### config.mk
export PLATFORM = sky130hd
export DESIGN_NAME = seg_scan_mux
export DESIGN_NICKNAME = d
export VERILOG_FILES = /design/src/rtl/seg_scan_mux.sv
export SDC_FILE = /design/constraint.sdc
export NUM_CORES = 1
export LEC_CHECK = 0
export CAP_MARGIN = 20
export CORE_MARGIN = 4
export CORE_UTILIZATION = 32
export DETAILED_ROUTE_END_ITERATION = 7
export GPL_ROUTABILITY_DRIVEN = 0
export PLACE_DENSITY_LB_ADDON = 0.12
export SLEW_MARGIN = 10
export SYNTH_ARGS = -nofsm -noshare
export SYNTH_HDL_FRONTEND = slang
export SYNTH_SLANG_ARGS = --single-unit
### constraint.sdc
create_clock -name clk_i -period 3.05 [get_ports clk_i]
set_clock_uncertainty 0.1 [all_clocks]
set_input_delay 0.61 -clock clk_i [delete_from_list [all_inputs] [get_ports clk_i]]
set_output_delay 0.61 -clock clk_i [all_outputs]
set_load 0.01 [all_outputs]
### src/rtl/seg_scan_mux.sv
`default_nettype none
// ============================================================================
//  Module      : seg_scan_mux
//  Description : Time-multiplexed scan driver for a single shared hex-to-
//                7-segment decoder. Holds a NUM_DIGITS-nibble display word,
//                presents one digit per slot with an active-low anode select
//                and guard cycles against ghosting. Word updates are staged
//                and committed only at frame boundaries (no tearing).
//  Revision    : 1.0 - initial release
// ============================================================================
module seg_scan_mux #(
    parameter int NUM_DIGITS   = 4,
    parameter int REFRESH_DIV  = 100000,
    parameter int GUARD_CYCLES = 2
) (
    input  logic                    clk_i,
    input  logic                    rst_ni,
    input  logic [4*NUM_DIGITS-1:0] value_i,
    input  logic [NUM_DIGITS-1:0]   digit_en_i,
    input  logic                    update_i,
    output logic [3:0]              nibble_o,
    output logic [NUM_DIGITS-1:0]   anode_no,
    output logic                    frame_done_o
);

    localparam int c_tick_w = (REFRESH_DIV > 1) ? $clog2(REFRESH_DIV) : 1;
    localparam int c_idx_w  = $clog2(NUM_DIGITS);

    localparam logic [c_tick_w-1:0]   c_tick_last = c_tick_w'(REFRESH_DIV - 1);
    localparam logic [c_idx_w-1:0]    c_idx_last  = c_idx_w'(NUM_DIGITS - 1);
    // One extra bit so a guard length equal to 2**c_tick_w still compares correctly
    localparam logic [c_tick_w:0]     c_guard     = (c_tick_w + 1)'(GUARD_CYCLES);
    localparam logic [NUM_DIGITS-1:0] c_one       = NUM_DIGITS'(1);

    logic [c_tick_w-1:0]     r_tick;
    logic [c_idx_w-1:0]      r_idx;
    logic [4*NUM_DIGITS-1:0] r_staging;
    logic [NUM_DIGITS-1:0]   r_staging_en;
    logic [4*NUM_DIGITS-1:0] r_shadow;
    logic [NUM_DIGITS-1:0]   r_shadow_en;
    logic                    r_pending;

    logic                    w_tick_wrap;
    logic                    w_boundary;
    logic                    w_in_guard;
    logic [3:0]              w_digits [NUM_DIGITS];
    logic [3:0]              w_nibble;
    logic [NUM_DIGITS-1:0]   w_anode_n;

    assign w_tick_wrap = (r_tick == c_tick_last);
    assign w_boundary  = w_tick_wrap && (r_idx == c_idx_last);
    assign w_in_guard  = ({1'b0, r_tick} < c_guard);

    // Split the displayed word into one nibble per digit position
    for (genvar g = 0; g < NUM_DIGITS; g++) begin : g_digit
        assign w_digits[g] = r_shadow[4*g +: 4];
    end

    assign w_nibble  = w_digits[r_idx];
    assign w_anode_n = (w_in_guard || !r_shadow_en[r_idx]) ? '1 : ~(c_one << r_idx);

    // Slot timer and digit index; idx wraps explicitly so unused codes never occur
    always_ff @(posedge clk_i) begin
        if (!rst_ni) begin
            r_tick <= '0;
            r_idx  <= '0;
        end else if (w_tick_wrap) begin
            r_tick <= '0;
            r_idx  <= (r_idx == c_idx_last) ? '0 : r_idx + 1'b1;
        end else begin
            r_tick <= r_tick + 1'b1;
        end
    end

    // Stage host writes and commit them to the shadow word only at frame boundaries
    always_ff @(posedge clk_i) begin
        if (!rst_ni) begin
            r_staging    <= '0;
            r_staging_en <= '0;
            r_shadow     <= '0;
            r_shadow_en  <= '0;
            r_pending    <= 1'b0;
        end else if (update_i && w_boundary) begin
            // A write landing on the boundary itself goes straight to the display
            r_shadow    <= value_i;
            r_shadow_en <= digit_en_i;
            r_pending   <= 1'b0;
        end else begin
            if (w_boundary && r_pending) begin
                r_shadow    <= r_staging;
                r_shadow_en <= r_staging_en;
                r_pending   <= 1'b0;
            end
            if (update_i) begin
                r_staging    <= value_i;
                r_staging_en <= digit_en_i;
                r_pending    <= 1'b1;
            end
        end
    end

    // Register the decoder nibble, anode select and end-of-frame pulse
    always_ff @(posedge clk_i) begin
        if (!rst_ni) begin
            nibble_o     <= 4'h0;
            anode_no     <= '1;
            frame_done_o <= 1'b0;
        end else begin
            nibble_o     <= w_nibble;
            anode_no     <= w_anode_n;
            frame_done_o <= w_boundary;
        end
    end

endmodule
`default_nettype wire

After elaboration in Yosys (flattened, before gate mapping). Cells that the tools add are included.

Logic and storage cells: 45. Bits in registers: 69. Output and inout port bits: 9. Input bits: 23.

Bitwise operators: 4. Add/sub/neg operators: 2. Shift operators: 1. Mux-type cells: 12. Reduce and logical (&&, ||, !) cells: 11. Order comparisons: 3. Equality and inequality tests: 2.

Operator list (count): $mux 16 (2); $add 17x1->17 const B (1); $eq 17x17->1 const B (1); $lt 17x2->1 const B (1); $mux 4 (4); $bmux 4 s2 (1); $reduce_or 2->1 (3); $not 4->4 (1); $reduce_bool 2->1 (2); $shl 1x2->4 const A (1); $ge 3x3->1 const B (1); $logic_and 1x1->1 (3); $lt 2x3->1 const B (1); $mux 1 (3); $not 2->3 (1); $add 2x1->2 const B (1); $bmux 1 s2 (1); $eq 2x2->1 const B (1); $mux 2 (1); $not 1->1 (2); $reduce_and 2->1 (1); $logic_not 1->1 (1); $logic_or 1x1->1 (1).

Depth between registers and ports, before layout.
Depth after elaboration: 5. Mapped depth: 6. Gate-level depth less buffers: 5.

Worst setup path before layout. No wires, ideal clock.

Kind: register to register. From: register r_tick[0]. To: register r_shadow[3]. Setup slack: 1149 ps. Arrival time: 1665 ps. Cell stages (with the launch flop): 7. Clock period less this slack: 1901 ps. Cell sequence: dfxtp_1 -> ha_1 -> nand4_1 -> or3_4 -> nor4_2 -> buf_2 -> o22ai_1.

Cells in the longest elaborated chain, start to end: 4.

Ends and longest elaborated chain: from (decl) (line 35) `logic [c_tick_w-1:0] r_tick;`; from (signal assigned) (line 71) `r_tick <= r_tick + 1'b1;`; $eq 17x17->1 * (line 50) `assign w_tick_wrap = (r_tick == c_tick_last);`; $logic_and 1x1->1 * (line 51) `assign w_boundary = w_tick_wrap && (r_idx == c_idx_last);`; $logic_and 1x1->1, on equally long branches (line 83, 89); $mux 16 / $reduce_bool 2->1 (equally long branches); to (signal assigned) (line 85) `r_shadow <= value_i;`; to (signal assigned) (line 90) `r_shadow <= r_staging;`; to (decl) (line 39) `logic [4*NUM_DIGITS-1:0] r_shadow;`.

Every way passes the cells marked *; elsewhere a longest branch is shown, timed or not. A chain may end at the register's enable or synchronous reset.

Final worst setup path.
From: register r_tick[1]. To: register r_tick[5].

Cells in the longest elaborated chain, start to end: 2.

Ends and longest elaborated chain: parallel branches: the longest is 2 deep, another holds $add 17x1->17.

Several ways; the timed one is not identified.

==> metrics <==
status finished, final reports clean; Final min period about 2.2 ns; initial DRC count about 130; period utilization 0.722; Fmax between 0.4 and 0.5 GHz; worst skew pair latency 0.34 ns; gr usage total 0.131; CTS tree built; WP data arrival between 2 and 2.5 ns; CTS sink count 69; Core ar. 8850 um2; worst-path cell chain ha_1, nand4_1, or3_4, o21ai_2, nor2_1; Reg power frac 0.468; detailed placement HPWL 4.51 mm; fill count 890; top-count cell post-synth nand2_1; H-Tree Depth 3; Syn Nets 356; Synth area leader dfxtp_1; initial antenna violation count 0; Die Y 104 um; post-synthesis cell count 328; Most used DFF post-synth dfxtp_1; CP Max Fanout 15; Initial Util 0.333; postcts setup bufs 0; required time worst endpoint 3.15 ns; post_cts resized 0; CTS hold repair buffers 0; I/O pin cnt 32; Distinct cells, synth 36; Final Hold Fails 0; # rows 34; share of cells above drive strength 1 0.100; vias ~2300; Mapped Avg Cell Area approximately 9.0 um2; cts bufs inserted 9; Antenna Cells 0; WS Path Type flip-flop to flip-flop; DR pass1 iterations 4; Routed Antenna Nets 0; endpoint class of the critical path flip-flop; Rel. slew slack 0.559; sequential area share after synthesis 0.468; DR WL/cell 14.5 um; GR Overflow Total 0; Hold Worst Slack 0.358 ns; drt drc 0; port bufs 31; crit path launch type flip-flop; final count of pins violating max slew 0; CP top delay family simple AND/OR/NAND/NOR gates; sw power approximately 0.00043 W; Yosys reg bits 69; max incr delay on CP roughly 0.56 ns; Post-Layout Cell Count 468; Switching Fraction 0.215; Internal about 0.0016 W; Syn Std Cell Area 2950 um2; Die Wd 104 um; CP max stage cell o21ai_2; Leakage 1.33 nW; worst path bufs/invs 0; worst vdd ir roughly 0.23 mV; synth top area cells dfxtp_1 (47%), nand2_1 (9.7%), mux2i_1 (6.8%); Reg clk slew, reported paths 0.08 ns; Combinational Power Share 0.061; Async S/R FF share, synth 0; area share of the largest cell type after synthesis 0.468; Slew @ Worst Pin between 0.6 and 0.7 ns; Die Footprint between 10000 and 15000 um2; setup TNS 0 ns; power per cell area approximately 550 nW/um2; Ys Warns 0; clock power share 0.471; Post-synth EDFFs 0; Inst Count DP 452; Total Power 0.00200 W; Layout area overhead 22.3%; Post-Route WL approximately 6.8 mm; number of global-route vias before repair 2264; Setup Viol. Count Final 0; Nets 383; pin count of the biggest net entering global routing 47; CTS Buffer Depth 2; max capacitance violation total 0; first-pass GRT wire length 11.6 mm; Hold/Removal Path Class flip-flop to flip-flop; synth cell count leaders nand2_1 (76), dfxtp_1 (69), mux2i_1 (20), o22ai_1 (20), nor2_1 (18); root cell of the clock tree clkbuf_8; vias per cell 4.97; RSZ-0062 raised after global routing false
## final timing paths
path                             startpoint                         to  slack [ns]  cells after the start
hold reg to reg   r_staging[6]$_SDFFE_PN0P_  r_staging[6]$_SDFFE_PN0P_        0.36                      2
hold / removal    r_staging[6]$_SDFFE_PN0P_  r_staging[6]$_SDFFE_PN0P_        0.36                      2
setup reg to reg       r_tick[1]$_SDFF_PP0_       r_tick[5]$_SDFF_PP0_        0.85                      5
setup / recovery       r_tick[1]$_SDFF_PP0_       r_tick[5]$_SDFF_PP0_        0.85                      5
## per-layer routing
layer | routed length [um] | up-vias | track usage
li1 | - | 1196 | -
met1 | 3570 | 1079 | 0.183
met2 | 2840 | 48 | 0.188
met3 | 321 | 4 | 0.0503
met4 | 48 | 0 | 0.0342
met5 | 0 | - | 0
## sequential cells by signal, summed over array words and instances, names as in the netlist
| name | count |
|---|---|
| anode_no | 4 |
| frame_done_o | 1 |
| nibble_o | 4 |
| r_idx | 2 |
| r_pending | 1 |
| r_shadow | 16 |
| r_shadow_en | 4 |
| r_staging | 16 |
| r_staging_en | 4 |
| r_tick | 17 |
## kinds of logic (layout without fill, tap and decap cells)
logic type,Yosys count,after routing,share of synthesized area
adders and majority gates,5,5,0.0212
buffers and inverters,30,62,0.0433
and+or+nand+nor,132,132,0.205
DFF,69,69,0.468
muxes,25,25,0.106
xor gates and xnor gates,11,11,0.0327
AOI/OAI and AO/OA,56,56,0.123
## metrics by stage
stage	util	instance area, um2	setup slack, ns
after floorplan	-	2950	1.15
after global placement	0.378	3350	0.677
after detailed placement	0.378	3350	0.663
after CTS	0.408	3610	0.809
after global routing	0.408	3610	0.652
final	0.408	3610	0.848
## cell type report
| type | count | area [um2] | share of cell area |
|---|---|---|---|
| Clock inverter | 5 | 106 | 0.0295 |
| Inverter | 8 | 30.0 | 0.00833 |
| Timing Repair Buffer | 38 | 358 | 0.0992 |
| Sequential cell | 69 | 1380 | 0.383 |
| Tap cell | 108 | 135 | 0.0375 |
| Multi-Input combinational cell | 229 | 1440 | 0.400 |
| Clock buffer | 11 | 151 | 0.0420 |
## power by group through the flow
| stage | registers [W] | clock network [W] | logic, W |
|---|---|---|---|
| detailed placement | 0.000956 | 0 | 0.000122 |
| CTS | 0.000935 | 0.000966 | 0.000123 |
| floorplan | 0.000951 | 0 | 0.0000739 |
| finish | 0.000935 | 0.000941 | 0.000121 |
| global placement | 0.000955 | 0 | 0.000121 |
| global route | 0.000938 | 0.000999 | 0.000136 |
## placed cells by master (no fill, tap or decap), types with 2 or more instances in the layout
cell type | synthesis | final
o22ai_1 | 20 | 20
ha_1 | 5 | 5
or4_1 | 3 | 3
nor2_1 | 18 | 18
dfxtp_1 | 69 | 69
inv_1 | 8 | 8
nor4_1 | 3 | 3
xnor2_1 | 5 | 5
and2_1 | 6 | 6
nand2_1 | 76 | 76
bufinv_16 | 0 | 3
nor3_1 | 4 | 4
nand4_1 | 4 | 4
o21ai_0 | 4 | 4
or3_4 | 2 | 2
xor2_1 | 6 | 6
o31ai_1 | 2 | 2
buf_4 | 0 | 7
mux4_2 | 5 | 5
a22oi_1 | 17 | 17
mux2i_1 | 20 | 20
nand3_1 | 8 | 8
a21oi_1 | 9 | 9
clkbuf_8 | 0 | 11
clkdlybuf4s50_1 | 0 | 30
## worst reg2reg max path: cells and delay by family, from the launching register on
family / cells / cell delay (ns)
AND/OR/NAND/NOR: 3 / 0.75
flip-flops: 1 / 0.39
adder cells (fa/ha/maj): 1 / 0.26
AO/OA/AOI/OAI: 1 / 0.56
No activity file was read; power rests on OpenSTA's default activity.
